===== config.mk =====
export PLATFORM = sky130hd
export DESIGN_NAME = scan_decoder_flat
export DESIGN_NICKNAME = d
export VERILOG_FILES = /design/src/rtl/scan_decoder_if.sv /design/src/rtl/scan_decoder.sv /design/src/flat_wrapper.sv
export SDC_FILE = /design/constraint.sdc
export NUM_CORES = 1
export LEC_CHECK = 0
export BUFFER_PORTS_ARGS = -buffer_cell sky130_fd_sc_hd__buf_4
export CAP_MARGIN = 10
export CORE_ASPECT_RATIO = 0.7
export CORE_MARGIN = 3
export CORE_UTILIZATION = 40
export DETAILED_ROUTE_END_ITERATION = 16
export PLACE_DENSITY = 0.58
export SETUP_SLACK_MARGIN = 0.3
export SYNTH_ARGS = -nofsm -noshare
export SYNTH_HDL_FRONTEND = slang
export SYNTH_SLANG_ARGS = --single-unit
export TNS_END_PERCENT = 50

===== constraint.sdc =====
create_clock -name clk -period 7 [get_ports clk]
set_input_delay 1.05 -clock clk [delete_from_list [all_inputs] [get_ports clk]]
set_output_delay 1.05 -clock clk [all_outputs]
set_load 0.01 [all_outputs]

===== src/rtl/scan_decoder_if.sv =====
// rtl/scan_decoder_if.sv - signal bundle for the seven-segment bus monitor
interface scan_decoder_if;
    logic [7:0]  cs;
    logic [7:0]  seg;
    logic [39:0] digits_o;
    logic [7:0]  blank_o;
    logic        frame_valid;
    logic        decode_err;

    modport master (
        output cs, seg,
        input  digits_o, blank_o, frame_valid, decode_err
    );

    modport slave (
        input  cs, seg,
        output digits_o, blank_o, frame_valid, decode_err
    );
endinterface


===== src/rtl/scan_decoder.sv =====
// rtl/scan_decoder.sv - passive seven-segment scan decoder, hex letters enabled by SCAN_DECODER_HEX_EN
module scan_decoder #(
    parameter int unsigned SETTLE_CYCLES  = 64,
    parameter int unsigned TIMEOUT_CYCLES = 200000
) (
    input  logic          clk,
    input  logic          rst,
    scan_decoder_if.slave bus
);
    typedef enum logic {IDLE, COLLECT} state_t;

    localparam logic [15:0] SETTLE_LAST  = 16'(SETTLE_CYCLES - 1);
    localparam logic [31:0] TIMEOUT_LAST = 32'(TIMEOUT_CYCLES - 1);

    logic [7:0]  cs_s1, cs_s2, cs_p;
    logic [7:0]  seg_s1, seg_s2, seg_p;
    logic [15:0] settle_cnt;

    logic        sample;
    logic [3:0]  n_low;
    logic [2:0]  idx;
    logic        capture;
    logic        cs_err;
    logic [3:0]  dec_val;
    logic        dec_blank;
    logic        dec_bad;

    state_t      state;
    logic [7:0]  mask;
    logic [39:0] shadow_dig;
    logic [7:0]  shadow_blank;
    logic [31:0] tmo_cnt;
    logic [39:0] digits_r;
    logic [7:0]  blank_r;
    logic        frame_valid_r;
    logic        decode_err_r;

    // cs_p/seg_p hold the previous synchronized value; the sample is taken from
    // them, so a change arriving in the sample cycle cannot corrupt it.
    always_ff @(posedge clk or posedge rst) begin
        if (rst) begin
            cs_s1      <= 8'hFF;
            cs_s2      <= 8'hFF;
            cs_p       <= 8'hFF;
            seg_s1     <= 8'hFF;
            seg_s2     <= 8'hFF;
            seg_p      <= 8'hFF;
            settle_cnt <= 16'd0;
        end else begin
            cs_s1  <= bus.cs;
            cs_s2  <= cs_s1;
            cs_p   <= cs_s2;
            seg_s1 <= bus.seg;
            seg_s2 <= seg_s1;
            seg_p  <= seg_s2;
            if ({cs_s2, seg_s2} != {cs_p, seg_p}) begin
                settle_cnt <= 16'd0;
            end else if (settle_cnt != 16'hFFFF) begin
                settle_cnt <= settle_cnt + 16'd1;
            end
        end
    end

    assign sample = (settle_cnt == SETTLE_LAST);

    always_comb begin
        n_low = 4'd0;
        idx   = 3'd0;
        for (int i = 0; i < 8; i++) begin
            if (!cs_p[i]) begin
                n_low = n_low + 4'd1;
                idx   = 3'(i);
            end
        end
    end

    assign capture = sample && (n_low == 4'd1);
    assign cs_err  = sample && (n_low > 4'd1);

    always_comb begin
        dec_val   = 4'd0;
        dec_blank = 1'b0;
        dec_bad   = 1'b0;
        case (seg_p[6:0])
            7'h40: dec_val = 4'd0;
            7'h79: dec_val = 4'd1;
            7'h24: dec_val = 4'd2;
            7'h30: dec_val = 4'd3;
            7'h19: dec_val = 4'd4;
            7'h12: dec_val = 4'd5;
            7'h02: dec_val = 4'd6;
            7'h78: dec_val = 4'd7;
            7'h00: dec_val = 4'd8;
            7'h10: dec_val = 4'd9;
            7'h7F: dec_blank = 1'b1;
`ifdef SCAN_DECODER_HEX_EN
            7'h08: dec_val = 4'hA;
            7'h03: dec_val = 4'hB;
            7'h46: dec_val = 4'hC;
            7'h21: dec_val = 4'hD;
            7'h06: dec_val = 4'hE;
            7'h0E: dec_val = 4'hF;
`endif
            default: dec_bad = 1'b1;
        endcase
    end

    always_ff @(posedge clk or posedge rst) begin
        if (rst) begin
            state         <= IDLE;
            mask          <= 8'd0;
            shadow_dig    <= 40'd0;
            shadow_blank  <= 8'd0;
            tmo_cnt       <= 32'd0;
            digits_r      <= 40'd0;
            blank_r       <= 8'hFF;
            frame_valid_r <= 1'b0;
            decode_err_r  <= 1'b0;
        end else begin
            frame_valid_r <= 1'b0;
            if (cs_err || (capture && dec_bad)) begin
                decode_err_r <= 1'b1;
            end
            case (state)
                IDLE: begin
                    tmo_cnt <= 32'd0;
                    if (capture) begin
                        shadow_dig[int'(idx)*5 +: 5] <= {~seg_p[7], dec_val};
                        shadow_blank[idx]            <= dec_blank;
                        mask                         <= 8'(1) << idx;
                        state                        <= COLLECT;
                    end
                end
                COLLECT: begin
                    if (mask == 8'hFF) begin
                        digits_r      <= shadow_dig;
                        blank_r       <= shadow_blank;
                        frame_valid_r <= 1'b1;
                        mask          <= 8'd0;
                        tmo_cnt       <= 32'd0;
                        state         <= IDLE;
                    end else if (capture) begin
                        shadow_dig[int'(idx)*5 +: 5] <= {~seg_p[7], dec_val};
                        shadow_blank[idx]            <= dec_blank;
                        tmo_cnt                      <= 32'd0;
                        // A repeated position means the driver began a new scan.
                        if (mask[idx]) begin
                            mask <= 8'(1) << idx;
                        end else begin
                            mask[idx] <= 1'b1;
                        end
                    end else if (tmo_cnt == TIMEOUT_LAST) begin
                        mask    <= 8'd0;
                        tmo_cnt <= 32'd0;
                        state   <= IDLE;
                    end else begin
                        tmo_cnt <= tmo_cnt + 32'd1;
                    end
                end
                default: state <= IDLE;
            endcase
        end
    end

    assign bus.digits_o    = digits_r;
    assign bus.blank_o     = blank_r;
    assign bus.frame_valid = frame_valid_r;
    assign bus.decode_err  = decode_err_r;
endmodule


===== src/flat_wrapper.sv =====
// flat-port wrapper written by rule: the top's interface ports become plain ports
module scan_decoder_flat 
#(
    parameter int unsigned SETTLE_CYCLES  = 64,
    parameter int unsigned TIMEOUT_CYCLES = 200000
)
  (clk, rst, bus_cs, bus_seg, bus_digits_o, bus_blank_o, bus_frame_valid, bus_decode_err);
  scan_decoder_if bus_i ();
  input  logic clk;
  input  logic rst;
  input wire logic [$bits(bus_i.cs)-1:0] bus_cs;
  input wire logic [$bits(bus_i.seg)-1:0] bus_seg;
  output wire logic [$bits(bus_i.digits_o)-1:0] bus_digits_o;
  output wire logic [$bits(bus_i.blank_o)-1:0] bus_blank_o;
  output wire logic [$bits(bus_i.frame_valid)-1:0] bus_frame_valid;
  output wire logic [$bits(bus_i.decode_err)-1:0] bus_decode_err;
  assign bus_i.cs = bus_cs;
  assign bus_i.seg = bus_seg;
  assign bus_digits_o = bus_i.digits_o;
  assign bus_blank_o = bus_i.blank_o;
  assign bus_frame_valid = bus_i.frame_valid;
  assign bus_decode_err = bus_i.decode_err;
  scan_decoder #(.SETTLE_CYCLES(SETTLE_CYCLES), .TIMEOUT_CYCLES(TIMEOUT_CYCLES)) u_core (.clk(clk), .rst(rst), .bus(bus_i));
endmodule

After elaboration in Yosys (flattened, before gate mapping)
Cells that the tools add are included.
Storage, ports and cells
  word-level logic and storage cells: 114
  input port bits: 18
  output and inout port bits: 50
  bits in registers: 203
Cells by class
  bitwise gates (word level): 3
  equality and inequality tests: 19
  add/subtract/negate cells: 10
  shifts and indexed selects: 3
  reduce and logical (&&, ||, !) cells: 10
  multiplexer cells: 49
  magnitude comparators: 3
  multiply operators: 1
Operators by type and width (count)
  $mux 32: 3
  $mux 40: 2
  $pmux 40 s2: 1
  $pmux 32 s2: 1
  $mux 8: 7
  $bwmux 40: 1
  $shift 5x33->40 const A: 1
  $shiftx 5x33->40: 1
  $pmux 4 s9: 1
  $neg 32->33: 1
  $add 32x1->32 const B: 1
  $eq 32x18->1 const B: 1
  $mux 16: 2
  $pmux 8 s2: 2
  $eq 7x7->1 const B: 4
  $mux 4: 7
  $add 4x1->4 const B: 6
  $eq 7x5->1 const B: 3
  $add 16x1->16 const B: 1
  $eq 16x6->1 const B: 1
  $ne 16x16->1: 1
  $ne 16x16->1 const B: 1
  $eq 7x6->1 const B: 2
  $mux 1: 12
  26 further kinds: 35

Depth between registers and ports, before layout
Gate-level depths: netlist (run 1).
  word-level depth: 20
  mapped depth: 22
  depth with buffers taken out: 19

Worst setup path after synthesis (run 1)
Ideal clock, no wire load.
  kind: register to register
  start: register u_core.cs_p[0]
  end: register u_core.shadow_dig[10]
  clock period less this slack: 4814 ps
  data required time: 6872 ps
  arrival: 4687 ps
  stages on the path, launching flop included: 22
  path buffers: 2
  path slack: 2186 ps
  library setup time: 128 ps
  path through: dfstp_2 > inv_1 > ha_1 > buf_2 > xor2_1 > inv_1 > ha_1 > or2_1 > and3_1 > a211o_1 > nor2_1 > ha_1 > xor2_1 > o221ai_1 > a31oi_1 > xnor2_1 > o32a_1 > mux2i_1 > nor3_4 > buf_4 > nand3_2 > mux2_1
On the way
  word-level cells in the longest chain between the ends: 20
RTL lines
  from (decl): RTL line scan_decoder.sv:15  | logic [7:0] cs_s1, cs_s2, cs_p;
  from (signal assigned): RTL line scan_decoder.sv:52  | cs_p <= cs_s2;
  $mux 1 (*): RTL line scan_decoder.sv:70  | if (!cs_p[i]) begin
  $add 1x1->2: RTL line scan_decoder.sv:71  | n_low = n_low + 4'd1;
  $mux 4 (*): RTL line scan_decoder.sv:70
  $add 4x1->4: RTL line scan_decoder.sv:71
  $mux 4 (*): RTL line scan_decoder.sv:70
  $add 4x1->4: RTL line scan_decoder.sv:71
  $mux 4 (*): RTL line scan_decoder.sv:70
  $add 4x1->4: RTL line scan_decoder.sv:71
  (+4 left out)
  $mux 4 (*): RTL line scan_decoder.sv:70
  $add 4x1->4: RTL line scan_decoder.sv:71
  $mux 4 (*): RTL line scan_decoder.sv:70
  $eq 4x1->1 (*): RTL line scan_decoder.sv:77  | assign capture = sample && (n_low == 4'd1);
  $logic_and 1x1->1 (*): RTL line scan_decoder.sv:77
  $mux 40 (*)
  $mux 40
  $pmux 40 s2 (*)
  to (signal, indexed assignment): RTL line scan_decoder.sv:128  | shadow_dig[int'(idx)*5 +: 5] <= {~seg_p[7], dec_val};
  to (signal, indexed assignment): RTL line scan_decoder.sv:143  | shadow_dig[int'(idx)*5 +: 5] <= {~seg_p[7], dec_val};
  to (decl): RTL line scan_decoder.sv:30  | logic [39:0] shadow_dig;
Mark *: on every way between the ends. The rest lies on a longest branch, timed or not. The select of a mux whose other input is x is not followed.
A chain may end at the register's enable or synchronous reset.

Worst setup path after layout (run 1)
  start: register u_core.cs_p[1]
  end: register u_core.shadow_dig[2]
On the way
  word-level cells in the longest chain between the ends: 18
  elaborated cells between the ends (all ways): 30
  classes of those cells: 7 x add/sub; 1 x mul; 1 x eq/ne; 2 x shift; 18 x mux; 1 x reduce/logical
RTL lines
  $mux 4: RTL line scan_decoder.sv:70
  $add 4x1->4: RTL line scan_decoder.sv:71
  $mux 4: RTL line scan_decoder.sv:70
  $add 4x1->4: RTL line scan_decoder.sv:71
  $mux 4: RTL line scan_decoder.sv:70
  $add 4x1->4: RTL line scan_decoder.sv:71
  $mux 4: RTL line scan_decoder.sv:70
  $add 4x1->4: RTL line scan_decoder.sv:71
  (+2 left out)
  $mux 4: RTL line scan_decoder.sv:70
  $add 4x1->4: RTL line scan_decoder.sv:71
  $mux 4: RTL line scan_decoder.sv:70
  $eq 4x1->1: RTL line scan_decoder.sv:77
  $logic_and 1x1->1: RTL line scan_decoder.sv:77
  $mux 40 (*): RTL line scan_decoder.sv:127, scan_decoder.sv:142
  $mux 40: RTL line scan_decoder.sv:135  | if (mask == 8'hFF) begin
  $pmux 40 s2 (*): RTL line scan_decoder.sv:124  | case (state)
Marked as above.

==> flow_summary.ini, run 1 <==
[routing]
drc_errors = 0
drt_first_pass_iters = 5
drtIter0Drc = 337
vias_per_cell = 4.994
vias = 6512
postRouteAntennaNets = 0
wl_per_cell_um = 15.30
drt_wl_total_mm = 19.95

[layout]
area_growth_pct = 15.27
drive_gt1_share_pct = 21.88
fin_area_um2 = 10980
nets = 1012
multi_input_area_um2 = 4114
seq_area_um2 = 5150
fill_cells = 2214
num_antenna_cells = 0

[placed_design]
placed_area_um2 = 10290
hpwl_mm = 13.51
routabilityCongestion = 0.8395
port_buffers = 67

[cts]
htreeDepth = 1
cts_hold_buf = 0
clockBufferDepth = 3
cts_tree = built
path_clk_slew_ns = 0.06
cts_made_buffers = 21
cts_sinks = 203
clkLatencyLatePin_ns = 0.49
ctsRootBufferMaster = clkbuf_16
ctsResizeCount = 0
post_cts.repair.setup_buffers = 0

[global_route]
grt_max_degree = 142
track_usage_pct = 15.65
grt_pass1_vias = 6268
overflow = 0
antenna_found_initial = 0
grt_pass1_wl_mm = 33.24

[synthesis]
synth_top_area_cell = dfrtp_1
syn-num-nets = 958
synth.most_common_cell = nand2_1
synth_area_leaders = dfrtp_1 (39%), dfstp_2 (15%), nand2_1 (7.6%)
yosys_most_used_dff = dfrtp_1
synth_edf_count = 0
yosysSeqAreaShare_pct = 54.09
ys_types = 73
syn_area_um2 = 9522
syn_avg_cell_area_um2 = 10.30
ys_top_cells_by_count = nand2_1 (194), dfrtp_1 (147), nor2_1 (79)
ys_ff_latch = 203
ys_warn_count = 0
synthCells = 924
synth-async-reset-ratio_pct = 100.0
yosysTopAreaCellShare_pct = 38.63

[sta]
rsz0062_at_grt = false
fin_setup_tns_ns = 0
finalSetupViolCount = 0
slew_headroom_pct = 33.10
clock.fmax_mhz = 174.9
fin_skew_ns = 0.01292
slew_violations = 0
worst_pin_slew_ns = 1.000
min_period_ns = 5.718
post-route-period-util_pct = 81.69
hold_viol = 0

[setup_path]
arrival_ns = 6.09
rr_endpoint = u_core.shadow_dig[2]
start_kind = flop
required_ns = 7.37
reg2reg_depth = 19
rr_startpoint = u_core.cs_p[1]
end_kind = flop
path_max_fanout = 17
crit_type = reg -> reg
rrSetupSlack_ns = 1.28

[power]
finalPower_uw = 2562
p_leak_uw = 0.005086
ir_drop_v = 0.0001619
power.density_nw_per_um2 = 233.4

[floorplan]
die_w_um = 190.4
start_util_pct = 41.36
core_um2 = 23020
die_h_um = 135.1
dieArea_um2 = 25720
row_count = 46
boundaryPins = 68

[outcome]
status = complete, no violations

[hold_path]
min_path_cells = 0
hold_class = reg -> reg
whs_endpoint = u_core.cs_s2[4]
hp-start = u_core.cs_s1[4]

[run]
max_cap_violations = 0
## kinds of logic after synthesis
| family | synth area share (%) |
|---|---|
| buf+inv | 2.733 |
| mux | 6.991 |
| xor+xnor | 7.753 |
| simple gates | 20.83 |
| flops | 54.09 |
| fa+ha+maj | 2.102 |
| compound gates | 5.506 |
## area by class of cell
class | instances | share of cell area (%)
Timing Repair Buffer | 72 | 4.925
Inverter | 23 | 0.8550
Sequential cell | 203 | 46.92
Multi-Input combinational cell | 657 | 37.48
Clock inverter | 8 | 0.9234
Clock buffer | 29 | 5.335
Tap cell | 312 | 3.557
## per-stage QoR
stage / hold slack [ns] / std cells / setup WS [ns] / util [%]
after floorplan: 0.3452 / 924 / 0.5036 / -
after global placement: 0.3463 / 1267 / 1.534 / 44.69
after detailed placement: 0.3468 / 1267 / 1.308 / 44.69
after CTS: 0.3555 / 1304 / 1.281 / 47.67
after global routing: 0.3581 / 1304 / 0.8388 / 47.67
final: 0.3551 / 1304 / 1.282 / 47.67
## worst max-delay path by stage
stage	depth (start not counted)	startpoint	slack [ns]	endpoint
after floorplan	1	rst	0.50	u_core.bus.decode_err
after global placement	19	u_core.cs_p[1]	1.53	u_core.shadow_dig[1]
after detailed placement	19	u_core.cs_p[1]	1.31	u_core.shadow_dig[2]
after CTS	19	u_core.cs_p[1]	1.28	u_core.shadow_dig[2]
after global routing	19	u_core.cs_p[1]	0.84	u_core.shadow_dig[2]
final	19	u_core.cs_p[1]	1.28	u_core.shadow_dig[2]
## cells in the final DEF, fill, tap and decap left out, drive strengths merged, types with 5 or more instances in the layout
cell type | Yosys | routed
o21ai | 15 | 15
or3 | 5 | 5
nor2 | 79 | 79
or2 | 5 | 5
nor4b | 5 | 5
a31oi | 6 | 6
ha | 16 | 16
xnor2 | 25 | 25
clkbuf | 23 | 29
xor2 | 53 | 53
nor3 | 18 | 18
dfstp | 56 | 56
nor2b | 9 | 9
nand2b | 7 | 7
mux2i | 17 | 17
clkinv | 2 | 6
inv | 21 | 23
and3 | 12 | 12
and2 | 5 | 5
o21a | 7 | 7
dfrtp | 147 | 147
nand4 | 17 | 17
a21oi | 17 | 17
mux2 | 44 | 44
nor4 | 14 | 14
nand2 | 194 | 194
buf | 18 | 72
nand3 | 36 | 36
## sequential cells by signal, indices dropped and copies added (netlist names), 8 cells and up
name                 count
u_core.bus.digits_o     40
u_core.shadow_dig       40
u_core.tmo_cnt          32
u_core.settle_cnt       16
u_core.bus.blank_o       8
u_core.cs_p              8
u_core.cs_s1             8
u_core.cs_s2             8
u_core.mask              8
u_core.seg_p             8
u_core.seg_s1            8
u_core.seg_s2            8
u_core.shadow_blank      8
## critical path: stages (launching register included)
cell	delay, ns
dfstp_2	0.58
inv_1	0.07
ha_1	0.48
xor2_1	0.23
inv_1	0.14
ha_1	0.34
or2_1	0.24
and3_1	0.15
a211o_1	0.27
nor2_1	0.25
ha_1	0.19
nor2b_1	0.15
xnor2_1	0.09
xnor2_1	0.44
xnor2_1	0.17
xnor2_1	0.19
nand2b_1	0.23
nor3_4	0.59
and3_1	0.43
mux2_2	0.37
## report_power, final
part	total, uW	switching (uW)	internal, uW
registers	1220	23.0	1200
clock network	1120	457	663
logic	219	131	88.0
## routing by layer
metal	GRT usage [%]	vias up	share of wire, %
li1	-	3240	-
met1	25.61	3127	54
met2	21.72	120	40
met3	2.621	25	4.1
met4	2.770	0	1.5
met5	0	-	0
No activity file was read; power rests on OpenSTA's default activity.
==> run 2, diff against run 1 <==
- PLACE_DENSITY: 0.58 -> 0.6
- clock period: 7 -> 4.6 ns (I/O delays scaled with it)
==> run 2 against run 1 <==
  * Die area unchanged
  * Largest power group unchanged
  * Clock skew about the same
  * Register-to-register slack got worse by 1.2 ns
  * Largest cell class unchanged
  * Global-route usage is 0.93 points higher
  * Final cell count rose by 4.1%
==> flow_summary.ini, run 2 (same netlist as run 1, synthesis figures left out) <==
[setup_path]
startpoint = u_core.cs_p[1]
rr_startpoint = u_core.cs_p[1]
crit_type = reg -> reg
end_kind = flop
max_stage_delay_ns = 0.54
arrival_ns = 4.90
crit_slowest_cell = dfstp_2
rrSetupSlack_ns = 0.07
required_ns = 4.97
crit_top_cell = ha_4
worstPathCellList = inv_2 -> ha_4 -> xor2_2 -> inv_2 -> ha_4 -> or2_1 -> and3_1 -> a211o_1 -> nor2_4 -> ha_4 -> xor2_1 -> o221ai_1 -> a31oi_1 -> xnor2_1 -> o32a_1 -> mux2i_2 -> nor3_4 -> buf_6 -> buf_16 -> nand4_4 -> mux2_4
path_max_fanout = 5
start_kind = flop

[cts]
cts_hold_buf = 0
htreeDepth = 1
path_clk_slew_ns = 0.06
ctsRootBufferMaster = clkbuf_16
clkLatencyLatePin_ns = 0.49
clockBufferDepth = 3
cts_sinks = 203
cts_made_buffers = 21
cts_tree = built

[global_route]
grt_pass1_vias = 6689
grt_pass1_wl_mm = 35.11
track_usage_pct = 16.58
antenna_found_initial = 0
grt_max_degree = 143
overflow = 0

[floorplan]
dieArea_um2 = 25720
die_w_um = 190.4
row_count = 46
start_util_pct = 41.36
die_h_um = 135.1
boundaryPins = 68
core_um2 = 23020

[routing]
drt_first_pass_iters = 5
vias_per_cell = 5.008
wl_met3_um = 877
drt-met1-wl_mm = 11.11
drtIter0Drc = 453
drc_errors = 0
dr.max_layer_used = met4
wl_per_cell_um = 15.71
wl_met2_mm = 8.966
drt_wl_total_mm = 21.34
vias = 6801
postRouteAntennaNets = 0

[sta]
fin_ws_ns = 0.07170
hold_viol = 0
clock.fmax_mhz = 220.8
finalSetupViolCount = 0
slew_violations = 0
min_period_ns = 4.528
worst_pin_slew_ns = 0.9393
fin_skew_ns = 0.01278
slew_headroom_pct = 37.38
fin_setup_tns_ns = 0
post-route-period-util_pct = 98.44
rsz0062_at_grt = true

[layout]
fin_area_um2 = 12110
final_cell_mix = nand2_1 (192), dfrtp_1 (147), buf_4 (110)
nets = 1066
area_growth_pct = 27.16
drive_gt1_share_pct = 31.93
num_antenna_cells = 0
mostFrequentLayoutCell = nand2_1

[outcome]
status = complete, no violations

[power]
power.density_nw_per_um2 = 334.5
ir_drop_v = 0.0002104
p_leak_uw = 0.005575
finalPower_uw = 4050

[placed_design]
hpwl_mm = 13.87
placed_area_um2 = 10510
dp_worst_setup_slack_ns = -0.1735
routabilityCongestion = 0.8573
port_buffers = 67

[run]
max_cap_violations = 0

[hold_path]
hold_class = in -> reg
hp-start = bus_seg[7]
-- run 2: worst paths after layout --
path,endpoint,cells after the start
min,u_core.seg_s1[7],1
max,u_core.shadow_dig[29],21
min in group asynchronous,u_core.settle_cnt[6],3
max reg2reg,u_core.shadow_dig[29],21
min reg2reg,u_core.cs_s2[3],0
max in group asynchronous,u_core.tmo_cnt[14],3
-- run 2: what timing repair did --
item | 4_1_cts | 5_1_grt
buffers inserted | 22 | 4
cloned | 3 | 1
pin swaps | 29 | 28
gates resized for setup | 71 | 70
endpoints found under the setup margin | 90 | 90
-- run 2: where the power goes --
part	leakage, uW	switching [uW]	internal, uW
clock	0.000335	680	1000
sequential	0.00264	31.6	1830
combinational	0.00260	253	261
total	0.00558	964	3090
-- run 2: routing by layer --
| metal | track usage [%] | vias to the layer above |
|---|---|---|
| met5 | 0 | - |
| met4 | 3.462 | 0 |
| li1 | - | 3338 |
| met2 | 23.75 | 131 |
| met3 | 2.413 | 27 |
| met1 | 26.55 | 3305 |
-- run 2: critical path, delay by kind of cell, from the launching register on --
family	cells	cell delay, ns
fa+ha+maj	3	0.74
mux	2	0.54
flops	1	0.54
buf+inv	4	0.40
xor+xnor	3	0.47
compound gates	4	0.74
simple gates	5	0.98
-- run 2: metrics by stage --
stage / hold WS (ns) / cells / util (%)
detailed placement: 0.3468 / 1290 / 45.64
finish: 0.3048 / 1358 / 52.59
global placement: 0.3469 / 1290 / 45.64
global route: 0.2837 / 1358 / 52.59
floorplan: 0.3452 / 924 / -
CTS: 0.2882 / 1352 / 50.99
-- run 2: cell type report --
type	count	area, um2
clock buffer	28	581.8
inverter	23	90.09
fill	2085	10910
clock inverter	9	96.34
sequential	203	5150
tap	312	390.4
timing repair buffer	126	1134
multi-input combinational	657	4666
